--- config.mk ---
export PLATFORM = sky130hd
export DESIGN_NAME = operand_fetch
export DESIGN_NICKNAME = d
export VERILOG_FILES = /design/src/rtl/operand_fetch.sv
export SDC_FILE = /design/constraint.sdc
export NUM_CORES = 1
export LEC_CHECK = 0
export CORE_UTILIZATION = 45
export DETAILED_ROUTE_END_ITERATION = 6
export SYNTH_ARGS = -nofsm -noshare
export SYNTH_HDL_FRONTEND = slang
export SYNTH_SLANG_ARGS = --single-unit
--- constraint.sdc ---
create_clock -name clk -period 1.94 [get_ports clk]
set_input_delay 0.291 -clock clk [delete_from_list [all_inputs] [get_ports clk]]
set_output_delay 0.291 -clock clk [all_outputs]
set_load 0.005 [all_outputs]
--- src/rtl/operand_fetch.sv ---
// operand_fetch
//   Sequential operand-fetch stage feeding the datapath shifter. Owns the
//   2**ADDR_W-entry general register file. An accepted request reads Rn into
//   the A latch on the next cycle, then Rm into the B latch (together with the
//   captured shift code) on the cycle after. The completed operand set is then
//   held with out_valid until downstream takes it.
//
// Ports
//   clk, reset_n            clock, asynchronous active-low reset
//   req_valid/req_ready     request handshake
//   req_rn, req_rm          source register numbers for A and B
//   req_shift               shift code (00 none, 01 lsl, 10 lsr, 11 asr)
//   w_en, w_num, w_data     register-file write port, accepted in every state
//   out_valid/out_ready     operand-set handshake
//   a_out, b_out, shift_out latched operand set (b_out/shift_out feed shifter)
module operand_fetch #(
  parameter int WIDTH  = 16,
  parameter int ADDR_W = 3
) (
  input  logic              clk,
  input  logic              reset_n,
  input  logic              req_valid,
  output logic              req_ready,
  input  logic [ADDR_W-1:0] req_rn,
  input  logic [ADDR_W-1:0] req_rm,
  input  logic [1:0]        req_shift,
  input  logic              w_en,
  input  logic [ADDR_W-1:0] w_num,
  input  logic [WIDTH-1:0]  w_data,
  output logic              out_valid,
  input  logic              out_ready,
  output logic [WIDTH-1:0]  a_out,
  output logic [WIDTH-1:0]  b_out,
  output logic [1:0]        shift_out
);

  localparam int NREG = 1 << ADDR_W;

  localparam logic [1:0] IDLE   = 2'd0;
  localparam logic [1:0] READ_A = 2'd1;
  localparam logic [1:0] READ_B = 2'd2;
  localparam logic [1:0] HOLD   = 2'd3;

  logic [1:0]        state;
  logic [1:0]        state_nx;
  logic              accept;

  logic [WIDTH-1:0]  regs [NREG];

  logic [ADDR_W-1:0] rn_q;
  logic [ADDR_W-1:0] rm_q;
  logic [1:0]        shift_q;

  logic [WIDTH-1:0]  rd_a;
  logic [WIDTH-1:0]  rd_b;

  // Ready in IDLE, or in HOLD when the current set is being consumed this
  // cycle, so a new request can overlap the hand-off.
  always_comb begin
    req_ready = (state == IDLE) || ((state == HOLD) && out_ready);
    accept    = req_valid && req_ready;
  end

  always_comb begin
    state_nx = state;
    case (state)
      IDLE:    if (accept) state_nx = READ_A;
      READ_A:  state_nx = READ_B;
      READ_B:  state_nx = HOLD;
      HOLD:    if (out_ready) state_nx = req_valid ? READ_A : IDLE;
      default: state_nx = IDLE;
    endcase
  end

  always_ff @(posedge clk or negedge reset_n) begin
    if (!reset_n) begin
      state <= IDLE;
    end else begin
      state <= state_nx;
    end
  end

  // Register file: writes land regardless of FSM state.
  always_ff @(posedge clk or negedge reset_n) begin
    if (!reset_n) begin
      for (int unsigned i = 0; i < NREG; i++) begin
        regs[i] <= '0;
      end
    end else if (w_en) begin
      regs[w_num] <= w_data;
    end
  end

  // Request fields are frozen at accept; req_* may move freely afterwards.
  always_ff @(posedge clk or negedge reset_n) begin
    if (!reset_n) begin
      rn_q    <= '0;
      rm_q    <= '0;
      shift_q <= '0;
    end else if (accept) begin
      rn_q    <= req_rn;
      rm_q    <= req_rm;
      shift_q <= req_shift;
    end
  end

  // Write-read bypass: a write to the register being read in the same cycle
  // is forwarded so the latch sees the new value rather than the stale one.
  always_comb begin
    rd_a = regs[rn_q];
    rd_b = regs[rm_q];
    if (w_en && (w_num == rn_q)) rd_a = w_data;
    if (w_en && (w_num == rm_q)) rd_b = w_data;
  end

  // Operand latches only load in their read cycle, so HOLD outputs are
  // snapshots unaffected by later writes. out_valid is registered from the
  // next state so it is high exactly while the FSM sits in HOLD.
  always_ff @(posedge clk or negedge reset_n) begin
    if (!reset_n) begin
      a_out     <= '0;
      b_out     <= '0;
      shift_out <= '0;
      out_valid <= 1'b0;
    end else begin
      if (state == READ_A) begin
        a_out <= rd_a;
      end
      if (state == READ_B) begin
        b_out     <= rd_b;
        shift_out <= shift_q;
      end
      out_valid <= (state_nx == HOLD);
    end
  end

endmodule
==> impl_metrics.yaml <==
yosys:
  ys_types: 30
  dominantRegCellSynth: "dfrtp_1"
  synth_warnings: 0
  synth_edf_count: 0
  synth_largest_type_area_fraction_pct: 50.5
  seq_area_frac_synth_pct: 50.5
  syn-cell-area_um2: 8570
  synthesis.area_per_instance_um2: 13.6
  synthesis.instances: 629
  number_of_nets_in_the_synthesized_netlist: 661
  ys_ff_latch: 173
  post_synth_main_area_contributors: "dfrtp_1 51%, mux4_2 13%, mux2_2 12%"
  async_reset_ff_share_pct: 100
  top_cell_type_by_total_area_after_synthesis: "dfrtp_1"
critical_path:
  cp_max_fo: 12
  critical_path.cell_chain: "mux4_1 > mux2_2 > a221o_1"
  timing.critical_path.buf_inv: 0
  worstPathArrival_ns: 2.19
  worstSetupStartpointType: "flip-flop"
  worst_path_dominant_cell_family: "multiplexers"
  cp-end-kind: "flip-flop"
  critical_path_class: "flip-flop to flip-flop"
  critical-path-max-stage-delay_ns: 0.57
  required_ns: 2.25
  critical-path-slowest-cell: "mux4_1"
global_routing:
  globalRouteTotalUtil_pct: 24.9
  antenna_found_initial: 0
  grt_overflow_total: 0
  grt_first_pass_wirelength_um: 36000
  first_global_vias: 6178
  grt_start_max_net_pins: 56
routing:
  wire_per_inst_um: 23.1
  final_routed_wirelength_um: 22500
  first_iter_violations: 357
  firstDrtPassIters: 5
  ant_nets: 0
  dr_total_vias: 5809
  detail_route.vias_per_cell: 5.98
  drc: 0
die:
  dieArea_um2: 19600
  die-width_um: 140
  floorplan.core_area_um2: 18700
  io-pin-count: 68
  floorplan.die.height_um: 140
  floorplan.rows: 50
  start_util_pct: 45.8
placed_design:
  io_buffers: 67
  gp_congestion: 0.779
  post-dp-hpwl_um: 15200
timing:
  final.period_utilization_pct: 96.8
  finalClockSkew_ns: 0.00713
  max-slew-margin-rel_pct: 62.2
  actual_slew_at_the_worst_max_slew_pin_ns: 0.568
  finalMaxSlewViolations: 0
  fmaxAchievable_mhz: 532
  final-hold-violation-count: 0
  final_period_minus_worst_setup_slack_ns: 1.88
  final-setup-viol-count: 0
  setup_tns_ns: 0
  grt_setup_unrepaired: "no"
outcome:
  run_status: "finished, final reports clean"
layout:
  fillCellCount: 1549
  diodes: 0
  utilization_pct: 56.0
  drive_above_1_share_pct: 32.8
  area_growth_syn_to_layout_pct: 22.3
  final_nets: 757
clock_network:
  cts.reportedPaths.clkPinSlew_ns: 0.06
  clk_latency_ns: 0.43
  cts.path.max_buffers: 2
  numCtsBuffers: 17
  cts_tree: "built"
  cts.sink_count: 173
  h_tree_level_count: 4
  clockRootBuffer: "clkbuf_16"
flow_run:
  cap_viol_max_count: 0
power:
  peakVddDrop_uv: 742
  powerDensity_nw_per_um2: 1510
  static_leakage_power_nw: 4.49
min_path:
  hp-class: "input port to async pin"
[cell usage in the layout (no fill, tap or decap), types with 21 or more instances in the layout]
cell             instances
dfrtp_1                170
mux2i_1                 22
o21ai_0                 60
a221oi_1                21
buf_4                   48
nand2_1                 64
mux2_2                  88
nor2_1                  22
mux4_2                  51
clkdlybuf4s50_1         65
[sequential cells by signal (all words and copies together), names as in the netlist]
| signal | cells |
|---|---|
| a_out | 16 |
| b_out | 16 |
| out_valid | 1 |
| regs | 128 |
| rm_q | 3 |
| rn_q | 3 |
| shift_out | 2 |
| shift_q | 2 |
| state | 2 |
[cell usage after synthesis (3+ instances only)]
master	n
mux2_2	88
nor2_1	22
buf_4	3
o21ai_0	60
nand4b_1	3
mux4_2	51
mux2i_1	22
a221o_1	10
dfrtp_1	173
inv_1	17
nand2_1	64
a221oi_1	22
xnor2_1	6
buf_2	19
nand2b_1	3
buf_1	3
clkbuf_1	21
and2_1	10
mux4_1	13
[stage by stage]
step / worst slack (ns) / hold WS, ns / cells / instance area, um2 / power (W)
2_1_floorplan: 0.161 / -0.00459 / 629 / 8570 / 0.00975
3_3_place_gp: -0.0552 / 0.300 / 935 / 9830 / 0.0122
3_5_place_dp: -0.112 / 0.304 / 935 / 9830 / 0.0123
4_1_cts: 0.0336 / 0.420 / 971 / 10500 / 0.0159
5_1_grt: 0.00260 / 0.435 / 972 / 10500 / 0.0166
6_report: 0.0620 / 0.385 / 972 / 10500 / 0.0158
[routing by layer]
metal  vias up  track usage [%]  part of all wire [%]
met5         -                0                     0
li1       2548                -                     -
met3        27             4.48                   4.9
met1      3028             34.3                    45
met2       206             39.8                    49
met4         0             8.96                   1.7
[worst paths after layout]
check / cells past startpoint / endpoint / start / slack, ns
setup / recovery: 3 / b_out[14]$_DFFE_PN0P_ / rm_q[0]$_DFFE_PN0P_ / 0.06
hold / removal: 2 / a_out[0]$_DFFE_PN0P_ / reset_n / 0.38
setup reg to reg: 3 / b_out[14]$_DFFE_PN0P_ / rm_q[0]$_DFFE_PN0P_ / 0.06
hold reg to reg: 2 / regs[44]$_DFFE_PN0P_ / regs[44]$_DFFE_PN0P_ / 0.50
max in group asynchronous: 3 / rm_q[0]$_DFFE_PN0P_ / reset_n / 0.83
min in group clk: 3 / state[0]$_DFF_PN0_ / req_valid / 0.44
[final cells by class]
class,count,area (um2),area share (%)
Multi-Input combinational cell,389,3940,37.6
Inverter,17,63.8,0.609
Tap cell,234,293,2.79
Timing Repair Buffer,127,1260,12.0
Clock inverter,11,116,1.11
Clock buffer,21,470,4.49
Sequential cell,173,4340,41.4
[repair_timing]
item,CTS,global route
endpoints found under the setup margin,2,4
gates resized for setup,4,2
hold buffers,1,0
hold endpoints to repair,49,0
setup buffers,3,1
[power breakdown]
group          leakage [nW]  total, W  internal, W  switching (W)
Clock                 0.285   0.00340      0.00199        0.00142
Combinational          2.11   0.00691      0.00400        0.00291
Sequential             2.10   0.00547      0.00467       0.000803
[cells by family (layout without fill, tap and decap cells)]
| logic type | after synthesis | count (layout) | synth area share [%] |
|---|---|---|---|
| xor gates and xnor gates | 6 | 6 | 0.613 |
| buffers and inverters | 67 | 176 | 3.90 |
| AOI/OAI and AO/OA | 95 | 95 | 7.24 |
| and+or+nand+nor | 114 | 114 | 6.23 |
| DFF | 173 | 173 | 50.5 |
| muxes | 174 | 174 | 31.5 |
No activity file was read; power rests on OpenSTA's default activity.
